--- src/rtl/argmax_pkg.sv ---
// Shared types and constants for the argmax classification stage.
package argmax_pkg;

  typedef enum logic [1:0] {
    IDLE = 2'd0,
    SCAN = 2'd1,
    DONE = 2'd2
  } state_t;

  localparam int ARITH_FLOAT = 0;
  localparam int ARITH_FIXED = 1;

  function automatic int index_bits(input int n);
    return (n <= 2) ? 1 : $clog2(n);
  endfunction

endpackage

--- src/rtl/argmax_gt_cmp.sv ---
// Combinational strict greater-than of two scores, either as IEEE-754
// single-precision bit patterns (sign-magnitude order) or as signed fixed point.
module argmax_gt_cmp
  import argmax_pkg::*;
#(
  parameter int DATA_WIDTH = 32,
  parameter int ARITH_TYPE = ARITH_FLOAT
) (
  input  logic [DATA_WIDTH-1:0] i_a,
  input  logic [DATA_WIDTH-1:0] i_b,
  output logic                  o_gt
);

  generate
    if (ARITH_TYPE == ARITH_FIXED) begin : g_fixed
      assign o_gt = $signed(i_a) > $signed(i_b);
    end else begin : g_float
      logic                  w_sa;
      logic                  w_sb;
      logic [DATA_WIDTH-2:0] w_ma;
      logic [DATA_WIDTH-2:0] w_mb;
      logic                  w_both_zero;

      assign w_sa        = i_a[DATA_WIDTH-1];
      assign w_sb        = i_b[DATA_WIDTH-1];
      assign w_ma        = i_a[DATA_WIDTH-2:0];
      assign w_mb        = i_b[DATA_WIDTH-2:0];
      assign w_both_zero = (w_ma == '0) && (w_mb == '0);

      // +0 and -0 are equal; otherwise negatives order by decreasing magnitude.
      always_comb begin
        o_gt = 1'b0;
        if (w_both_zero)    o_gt = 1'b0;
        else if (w_sa != w_sb) o_gt = ~w_sa;
        else if (!w_sa)     o_gt = (w_ma > w_mb);
        else                o_gt = (w_ma < w_mb);
      end
    end
  endgenerate

endmodule

--- src/rtl/argmax_classifier.sv ---
// LeNet5 final stage: latches the FC scores and scans them one per cycle for the
// argmax. Define ARGMAX_TOP2_EN to also report the runner-up class.
module argmax_classifier
  import argmax_pkg::*;
#(
  parameter int DATA_WIDTH  = 32,
  parameter int NUM_CLASSES = 10,
  parameter int ARITH_TYPE  = ARITH_FLOAT,
  parameter int INDEX_BITS  = index_bits(NUM_CLASSES)
) (
  input  logic                              clk,
  input  logic                              reset,
  input  logic                              start_from_previous,
  input  logic [NUM_CLASSES*DATA_WIDTH-1:0] scores_in,
  output logic                              end_to_previous,
  output logic                              busy,
  output logic [INDEX_BITS-1:0]             class_index,
  output logic [DATA_WIDTH-1:0]             max_value,
  output logic                              output_ready,
  output logic                              overrun
`ifdef ARGMAX_TOP2_EN
  ,
  output logic [INDEX_BITS-1:0]             second_index,
  output logic [DATA_WIDTH-1:0]             second_value
`endif
);

  state_t                r_state;
  logic [DATA_WIDTH-1:0] r_buf [NUM_CLASSES];
  logic [INDEX_BITS-1:0] r_cnt;
  logic [INDEX_BITS-1:0] r_best_idx;
  logic [DATA_WIDTH-1:0] r_best_val;

  logic [DATA_WIDTH-1:0] w_cand;
  logic                  w_repl;
  logic                  w_last;
  logic [INDEX_BITS-1:0] w_best_idx_nxt;
  logic [DATA_WIDTH-1:0] w_best_val_nxt;

  assign w_cand         = r_buf[r_cnt];
  assign w_last         = (r_cnt == INDEX_BITS'(NUM_CLASSES - 1));
  assign w_best_idx_nxt = w_repl ? r_cnt  : r_best_idx;
  assign w_best_val_nxt = w_repl ? w_cand : r_best_val;
  assign busy           = (r_state != IDLE);

  argmax_gt_cmp #(
    .DATA_WIDTH (DATA_WIDTH),
    .ARITH_TYPE (ARITH_TYPE)
  ) u_gt_best (
    .i_a  (w_cand),
    .i_b  (r_best_val),
    .o_gt (w_repl)
  );

  always_ff @(posedge clk or posedge reset) begin
    if (reset) begin
      r_state         <= IDLE;
      r_cnt           <= '0;
      r_best_idx      <= '0;
      r_best_val      <= '0;
      class_index     <= '0;
      max_value       <= '0;
      output_ready    <= 1'b0;
      end_to_previous <= 1'b0;
      overrun         <= 1'b0;
      for (int k = 0; k < NUM_CLASSES; k++) r_buf[k] <= '0;
    end else begin
      output_ready    <= 1'b0;
      end_to_previous <= 1'b0;
      case (r_state)
        IDLE: begin
          if (start_from_previous) begin
            for (int k = 0; k < NUM_CLASSES; k++)
              r_buf[k] <= scores_in[k*DATA_WIDTH +: DATA_WIDTH];
            r_best_idx <= '0;
            r_best_val <= scores_in[DATA_WIDTH-1:0];
            r_cnt      <= INDEX_BITS'(1);
            r_state    <= SCAN;
          end
        end
        SCAN: begin
          if (start_from_previous) overrun <= 1'b1;
          r_best_idx <= w_best_idx_nxt;
          r_best_val <= w_best_val_nxt;
          r_cnt      <= r_cnt + 1'b1;
          // Results are registered on the final compare so they are valid with output_ready.
          if (w_last) begin
            class_index     <= w_best_idx_nxt;
            max_value       <= w_best_val_nxt;
            output_ready    <= 1'b1;
            end_to_previous <= 1'b1;
            r_state         <= DONE;
          end
        end
        DONE: begin
          if (start_from_previous) overrun <= 1'b1;
          r_state <= IDLE;
        end
        default: r_state <= IDLE;
      endcase
    end
  end

`ifdef ARGMAX_TOP2_EN
  logic [INDEX_BITS-1:0] r_sec_idx;
  logic [DATA_WIDTH-1:0] r_sec_val;
  logic                  w_sec_gt;
  logic                  w_sec_take;
  logic [INDEX_BITS-1:0] w_sec_idx_nxt;
  logic [DATA_WIDTH-1:0] w_sec_val_nxt;

  argmax_gt_cmp #(
    .DATA_WIDTH (DATA_WIDTH),
    .ARITH_TYPE (ARITH_TYPE)
  ) u_gt_second (
    .i_a  (w_cand),
    .i_b  (r_sec_val),
    .o_gt (w_sec_gt)
  );

  // The first candidate always seeds the runner-up unless it displaces the best.
  assign w_sec_take    = ~w_repl & ((r_cnt == INDEX_BITS'(1)) | w_sec_gt);
  assign w_sec_idx_nxt = w_repl ? r_best_idx : (w_sec_take ? r_cnt  : r_sec_idx);
  assign w_sec_val_nxt = w_repl ? r_best_val : (w_sec_take ? w_cand : r_sec_val);

  always_ff @(posedge clk or posedge reset) begin
    if (reset) begin
      r_sec_idx    <= '0;
      r_sec_val    <= '0;
      second_index <= '0;
      second_value <= '0;
    end else if (r_state == SCAN) begin
      r_sec_idx <= w_sec_idx_nxt;
      r_sec_val <= w_sec_val_nxt;
      if (w_last) begin
        second_index <= w_sec_idx_nxt;
        second_value <= w_sec_val_nxt;
      end
    end
  end
`endif

endmodule
--- config.mk ---
export PLATFORM = sky130hd
export DESIGN_NAME = argmax_classifier
export DESIGN_NICKNAME = d
export VERILOG_FILES = /design/src/rtl/argmax_pkg.sv /design/src/rtl/argmax_gt_cmp.sv /design/src/rtl/argmax_classifier.sv
export SDC_FILE = /design/constraint.sdc
export NUM_CORES = 1
export LEC_CHECK = 0
export BUFFER_PORTS_ARGS = -buffer_cell sky130_fd_sc_hd__buf_2
export CAP_MARGIN = 5
export CORE_ASPECT_RATIO = 0.75
export CORE_MARGIN = 5
export CORE_UTILIZATION = 40
export DETAILED_ROUTE_END_ITERATION = 12
export SKIP_LAST_GASP = 1
export SLEW_MARGIN = 25
export SYNTH_ARGS = -nofsm -noshare
export SYNTH_HDL_FRONTEND = slang
export SYNTH_SLANG_ARGS = --single-unit
--- constraint.sdc ---
create_clock -name clk -period 19.4 [get_ports clk]
set_clock_uncertainty 0.1 [all_clocks]
set_input_delay 3.88 -clock clk [delete_from_list [all_inputs] [get_ports clk]]
set_output_delay 3.88 -clock clk [all_outputs]
set_load 0.1 [all_outputs]
# Word level (Yosys, flattened, before mapping)
# Index checks and enable logic that the tools add are counted.
# totals
regBits	400
latch_bits	0
ram_bits	0
mem_bits_ro	0
inputBits	323
out_inout_bits	40
wordCells	61
memories	0
# classes
addsub	1
multipliers	0
n_div	0
n_lt_le_gt_ge	3
n_eq_ne	6
n_shift	0
mux	19
n_bitwise	2
n_reduce_logical	12
# op_table
op	n
32-bit binary-select mux with 4-bit select	1
32-bit 2-to-1 mux	4
32-bit case mux with 2 select lines	1
31-bit zero test	2
31-bit greater-than comparator	1
31-bit < comparator	1
4-bit case mux with 2 select lines	2
4-bit 2-to-1 mux	3
2-bit AND reduction	5
5-bit greater-or-equal comparator (second input constant)	1
1-bit 2-to-1 mux	5
4-bit NOT with 5-bit output	1
4-bit by 1-bit adder with 4-bit output (second input constant)	1
4-bit == test (second input constant)	1
2-bit 2-to-1 mux	2
2-bit inequality test (second input constant)	2
2-bit case mux with 2 select lines	1
2-bit nonzero test	2
2-bit by 1-bit == test with 1-bit output (second input constant)	1
2-bit == test (second input constant)	1
2-bit zero test	1
2-bit OR reduction	1
1-bit logical AND	1
1-bit inequality test	1
1-bit NOT	1

# Longest topological paths before layout
# depth
ltp_word	10
mapped_depth	22
ltp_nobuf	14

# Hierarchy
# A second synthesis with hierarchy kept.
# hier_totals
cells_unflattened	1483
hier_area_um2	19108.3
# by_module_without_submodules
mod	n_inst	cells_each	area_each_um2	seq_area_each_um2
argmax_classifier	1	1349	18158.7	10009.6
argmax_gt_cmp	1	134	949.7	0.0

# Worst setup path before layout
# No wires, ideal clock.
# synth_timing
kind	input -> register
start	input start_from_previous
end	register r_best_val[8]
setup_ns	0.137
t_arrival_ns	5.186
required_time_ns	19.163
path_slack_ns	13.977
cell_stages	7
n_path_buf	2
path_cell_list	nand2_1 o21ai_0 clkbuf_1 nand4_1 buf_2 o22ai_1 a21oi_1
# synth_between
elab_chain_cells	2
# synth_rtl
item	line_no	rtl
start, declared	argmax_classifier.sv:13	input logic start_from_previous,
2-bit inequality test (no source line)	-	
2-bit AND reduction (no source line)	-	
end signal, assigned	argmax_classifier.sv:76	r_best_val <= scores_in[DATA_WIDTH-1:0];
end signal, assigned	argmax_classifier.sv:84	r_best_val <= w_best_val_nxt;
end, declared	argmax_classifier.sv:32	logic [DATA_WIDTH-1:0] r_best_val;
# No other way between the ends.
# A chain may end at the register's enable or synchronous reset.

# Worst setup path in the final report
# layout_timing
start	register r_cnt[0]
end	register class_index[1]
# layout_between
elab_chain_cells	9
word_cells_on_any_way	16
cone_classes	order compare: 2; eq/ne: 2; mux: 7; bitwise: 2; reduce/logical: 3
# layout_rtl
item	line_no	rtl
start, declared	argmax_classifier.sv:30	logic [INDEX_BITS-1:0] r_cnt;
start signal, assigned	argmax_classifier.sv:85	r_cnt <= r_cnt + 1'b1;
4-bit NOT with 5-bit output (not written as such)	argmax_classifier.sv:40	assign w_cand = r_buf[r_cnt];
32-bit binary-select mux with 4-bit select	argmax_classifier.sv:40	
32-bit 2-to-1 mux (not written as such) (2 in series)	argmax_classifier.sv:40	
31-bit greater-than comparator / 31-bit < comparator (equally long branches)	argmax_gt_cmp.sv:35, argmax_gt_cmp.sv:36	
1-bit 2-to-1 mux	argmax_gt_cmp.sv:35	else if (!w_sa) o_gt = (w_ma > w_mb);
1-bit 2-to-1 mux	argmax_gt_cmp.sv:34	else if (w_sa != w_sb) o_gt = ~w_sa;
1-bit 2-to-1 mux	argmax_gt_cmp.sv:33	if (w_both_zero) o_gt = 1'b0;
4-bit 2-to-1 mux	argmax_classifier.sv:42	assign w_best_idx_nxt = w_repl ? r_cnt : r_best_idx;
end signal, assigned	argmax_classifier.sv:88	class_index <= w_best_idx_nxt;
end, declared	argmax_classifier.sv:17	output logic [INDEX_BITS-1:0] class_index,
# Parallel ways exist; a longest one is shown, timed or not. The select of a mux whose other input is x is not followed.

==> results.md <==
Detailed routing:
- The first-pass iteration count of the detailed router is 5.
- Once detail routing completed, the nets flagged for antenna violations numbered 0.
- For this block, the initial DRC count from the detailed router was 954.
- Wires add up to 60.1 mm.
- The average vias per placed instance is 5.54.
- Summing over every cut layer, the via total after detailed routing is 13.5k.
- The detailed-route wire length per cell is 24.6 um.
- The DRC violation count after routing is 0.

Worst setup path:
- The critical path is of the reg -> reg type.
- For the worst setup path, the data required time is 19.70 ns.
- The critical path capture point type is a flop.
- In this run the worst path has a maximum fanout of 66.
- STA puts the critical path data arrival time at 6.94 ns.
- The critical path launch point type is a flop.

Synth:
- In the synthesized netlist, the number of instances is 1,441.
- The mux cell area share after synthesis is 28.4%.
- Counting flops with an async set or reset pin after synthesis yields a share of 100%.
- The number of warnings printed during yosys synthesis is 0.
- After Yosys synthesis, full adders, half adders and majority gates account for 2.31% of the synthesized area.
- By area the synthesized netlist is led by sky130_fd_sc_hd__dfrtp_1 (53%), sky130_fd_sc_hd__mux2_2 (20%), sky130_fd_sc_hd__mux2i_1 (5.5%), sky130_fd_sc_hd__mux4_2 (2.7%), sky130_fd_sc_hd__ha_1 (2.3%).
- For this run, the register share of the synthesized area comes to 52.9%.
- The area share of the largest cell type after synthesis is 52.9%.
- Summing the areas of all compound-gate instances in the mapped netlist gives 8.40% of the synthesized area.
- In the synthesized netlist the dominant register cell turns out to be sky130_fd_sc_hd__dfrtp_1.
- Synthesis inferred 400 register bits.
- The net count after synthesis is 1,799.
- In this run the cell area of the synthesized design comes to 18,900 um2.
- A synthesized cell averages 13.1 um2.
- By area, the combinational part of the netlist is dominated by multiplexers.
- In this run, synthesis inferred 0 flip-flops with an integrated enable.
- After synthesis, the netlist uses 54 different library cells.
- After Yosys synthesis, and, or, nand and nor cells account for 4.51% of the synthesized area.
- The largest area contributor in the synthesized netlist is sky130_fd_sc_hd__dfrtp_1.
- The synthesized netlist devotes 0.0926% of its cell area to XOR and XNOR gates.

Clock network:
- The number of post-CTS setup repair buffers is 0.
- The CTS sink count is 400.
- The number of resized instances in the post-cts repair step is 0.
- The clock reaches the later pin of the worst-skew pair after 0.56 ns.
- The clock root buffer is sky130_fd_sc_hd__clkbuf_16.
- The clock tree synthesis step divided the H-tree into 2 levels.
- The total clock buffers created by CTS is 42.
- The clock transition at the registers of the reported paths is 0.07 ns.
- The TritonCTS clock tree is built.
- The number of buffers added to fix hold violations after cts is 0.
- The buffer levels on the longest clock path is 3.

Die:
- 363 I/O pins were placed.
- The floorplan row count is 69.
- The core outline area is 47,100 um2.
- The vertical die dimension is 198 um.
- Once the floorplan was initialized, standard cells occupied 40.2% of the core.
- The die covers 51,800 um2.
- The die boundary width is 261 um.

GRT:
- The number of antenna violations at the first check in global routing is 23.
- The overall global routing resource usage is 22.6%.
- The remaining global-route overflow is 0.
- Entering global routing, the biggest net connects 187 pins.
- The first-pass GRT wire length is 88.6 mm.
- The via count of the first global-routing pass is 14.0k.

Placement:
- The post-detailed-placement half-perimeter wirelength is 43.8 mm.
- The weighted congestion at the end of routability-driven global placement is 0.857.
- The count of buffers added on input and output ports is 362.
- Before CTS, the worst setup slack after placement is 11.83 ns.

Power and ir drop:
- The power density over the cells is 202 nW/um2.
- The worst-case IR drop observed on VDD is 135 uV.
- The analysis attributes to cell leakage a power of 0.0105 uW.

Layout:
- The number of filler cells placed in the layout is 4,234.
- Cells fill 48.2% of the core in the end.
- In the final design database the tool counted 2,125 nets.
- The fraction of final layout cells with drive strength greater than 1 is 46.0%.
- The relative area change from synthesis to final layout is 19.7%.

STA:
- The post-layout minimum cycle time is 6.64 ns.
- Adding up every negative setup slack in the final design gives 0 ns.
- The final-report setup violation count is 0.
- At the pin with the least slew margin, the transition time is 1.06 ns.
- The max-slew violation count came to 0.
- The final critical path takes up 34.2% of the cycle.
- Setup repair after global routing left no endpoint under its margin.
- The total count of hold-check failures in the final report is 0.
- The max-slew headroom at the worst pin is 29.4%.
- For this run, the top clock speed supported by timing is 151 MHz.
- The final worst slack is 12.76 ns.

Job:
- The number of max-cap violations is 0.

Run status:
- The flow ran to the end, and the final reports show no timing, DRC or antenna violations.

Hold path:
- In this run the worst hold path is classified as reg -> reg.
## cell families after synthesis
family	Yosys count
compound gates	219
xor+xnor	2
fa+ha+maj	35
buf+inv	145
flops	400
mux	466
simple gates	174
## registers in the layout, indices dropped and copies added, names as in the netlist
| signal | cells |
|---|---|
| overrun | 1 |
| r_cnt | 4 |
| output_ready | 1 |
| class_index | 4 |
| max_value | 32 |
| r_best_val | 32 |
| r_state | 2 |
| r_best_idx | 4 |
| r_buf | 320 |
## final timing paths
check / slack, ns / depth (start not counted) / start / to
min: 0.36 / 1 / overrun / overrun
min in group asynchronous: 3.36 / 2 / reset / r_buf[19]
max: 12.76 / 15 / r_cnt[0] / class_index[1]
max reg2reg: 12.76 / 15 / r_cnt[0] / class_index[1]
max in group asynchronous: 12.83 / 5 / reset / r_buf[60]
min reg2reg: 0.36 / 1 / overrun / overrun
## per-layer routing
| layer | GRT usage (%) | share of wire (%) | up-vias |
|---|---|---|---|
| met5 | 0 | 0.34 | - |
| met4 | 6.30 | 2.5 | 34 |
| li1 | - | - | 6062 |
| met3 | 7.37 | 8.6 | 112 |
| met2 | 34.8 | 45 | 466 |
| met1 | 30.8 | 43 | 6863 |
## worst max-delay path, stage by stage (launching register included)
cell and delay, ns:
sky130_fd_sc_hd__dfrtp_4 1.02, sky130_fd_sc_hd__buf_4 0.81, sky130_fd_sc_hd__mux2i_1 0.26, sky130_fd_sc_hd__a22o_1 0.28
sky130_fd_sc_hd__o32ai_1 0.82, sky130_fd_sc_hd__ha_1 0.39, sky130_fd_sc_hd__a211oi_1 0.27, sky130_fd_sc_hd__nor2_1 0.09
sky130_fd_sc_hd__nor4_1 0.20, sky130_fd_sc_hd__o21ai_0 0.13, sky130_fd_sc_hd__a211oi_1 0.29, sky130_fd_sc_hd__nand2b_1 0.17
sky130_fd_sc_hd__and3_2 0.53, sky130_fd_sc_hd__buf_4 0.63, sky130_fd_sc_hd__mux2i_1 0.26, sky130_fd_sc_hd__o21ai_0 0.09
## layout by cell type (no fill, tap or decap), drive strengths merged, types with 11 or more instances in the layout
| master | synthesis | layout |
|---|---|---|
| o221a | 11 | 11 |
| mux2 | 339 | 339 |
| a22oi | 17 | 17 |
| dfrtp | 400 | 400 |
| nand3 | 37 | 37 |
| o22ai | 67 | 67 |
| inv | 39 | 39 |
| a22o | 12 | 12 |
| mux2i | 104 | 104 |
| o21ai | 17 | 17 |
| ha | 35 | 35 |
| nor4 | 11 | 11 |
| nand2 | 58 | 58 |
| a21oi | 32 | 32 |
| o311ai | 30 | 30 |
| buf | 35 | 388 |
| nor2 | 25 | 25 |
| clkbuf | 71 | 65 |
| or3 | 12 | 12 |
| mux4 | 23 | 23 |
## synth_stat cells, types with 23 or more instances
cell type	count
sky130_fd_sc_hd__ha_1	35
sky130_fd_sc_hd__a21oi_1	32
sky130_fd_sc_hd__o22ai_1	67
sky130_fd_sc_hd__nor2_1	25
sky130_fd_sc_hd__nand3_1	37
sky130_fd_sc_hd__mux2_2	339
sky130_fd_sc_hd__dfrtp_1	400
sky130_fd_sc_hd__inv_1	39
sky130_fd_sc_hd__mux4_2	23
sky130_fd_sc_hd__clkbuf_1	71
sky130_fd_sc_hd__mux2i_1	104
sky130_fd_sc_hd__nand2_1	58
## area by class of cell
class,instances,area [um2],share of cell area (%)
sequential,400,10000,44.2
multi-input combinational,896,8300,36.6
timing repair buffer,388,2040,9.00
clock buffer,65,1260,5.57
tap,639,800,3.53
inverter,39,154,0.679
clock inverter,9,70.1,0.309
antenna,9,22.5,0.0994
## power by group
group | switching [uW] | internal, uW | leakage (uW)
clock network | 331 | 459 | 0.000660
registers | 263 | 1250 | 0.00472
logic | 1350 | 912 | 0.00514
total | 1950 | 2620 | 0.0105
## metrics by stage
| stage | power (uW) | instances | hold slack [ns] | cell area (um2) |
|---|---|---|---|---|
| finish | 4570 | 2445 | 0.355 | 22700 |
| CTS | 4580 | 2435 | 0.357 | 22600 |
| global route | 4830 | 2439 | 0.403 | 22600 |
| floorplan | 3140 | 1441 | 0.367 | 18900 |
| global placement | 3700 | 2361 | 0.340 | 21300 |
| detailed placement | 3770 | 2361 | 0.343 | 21300 |
No activity file was read; power rests on OpenSTA's default activity.
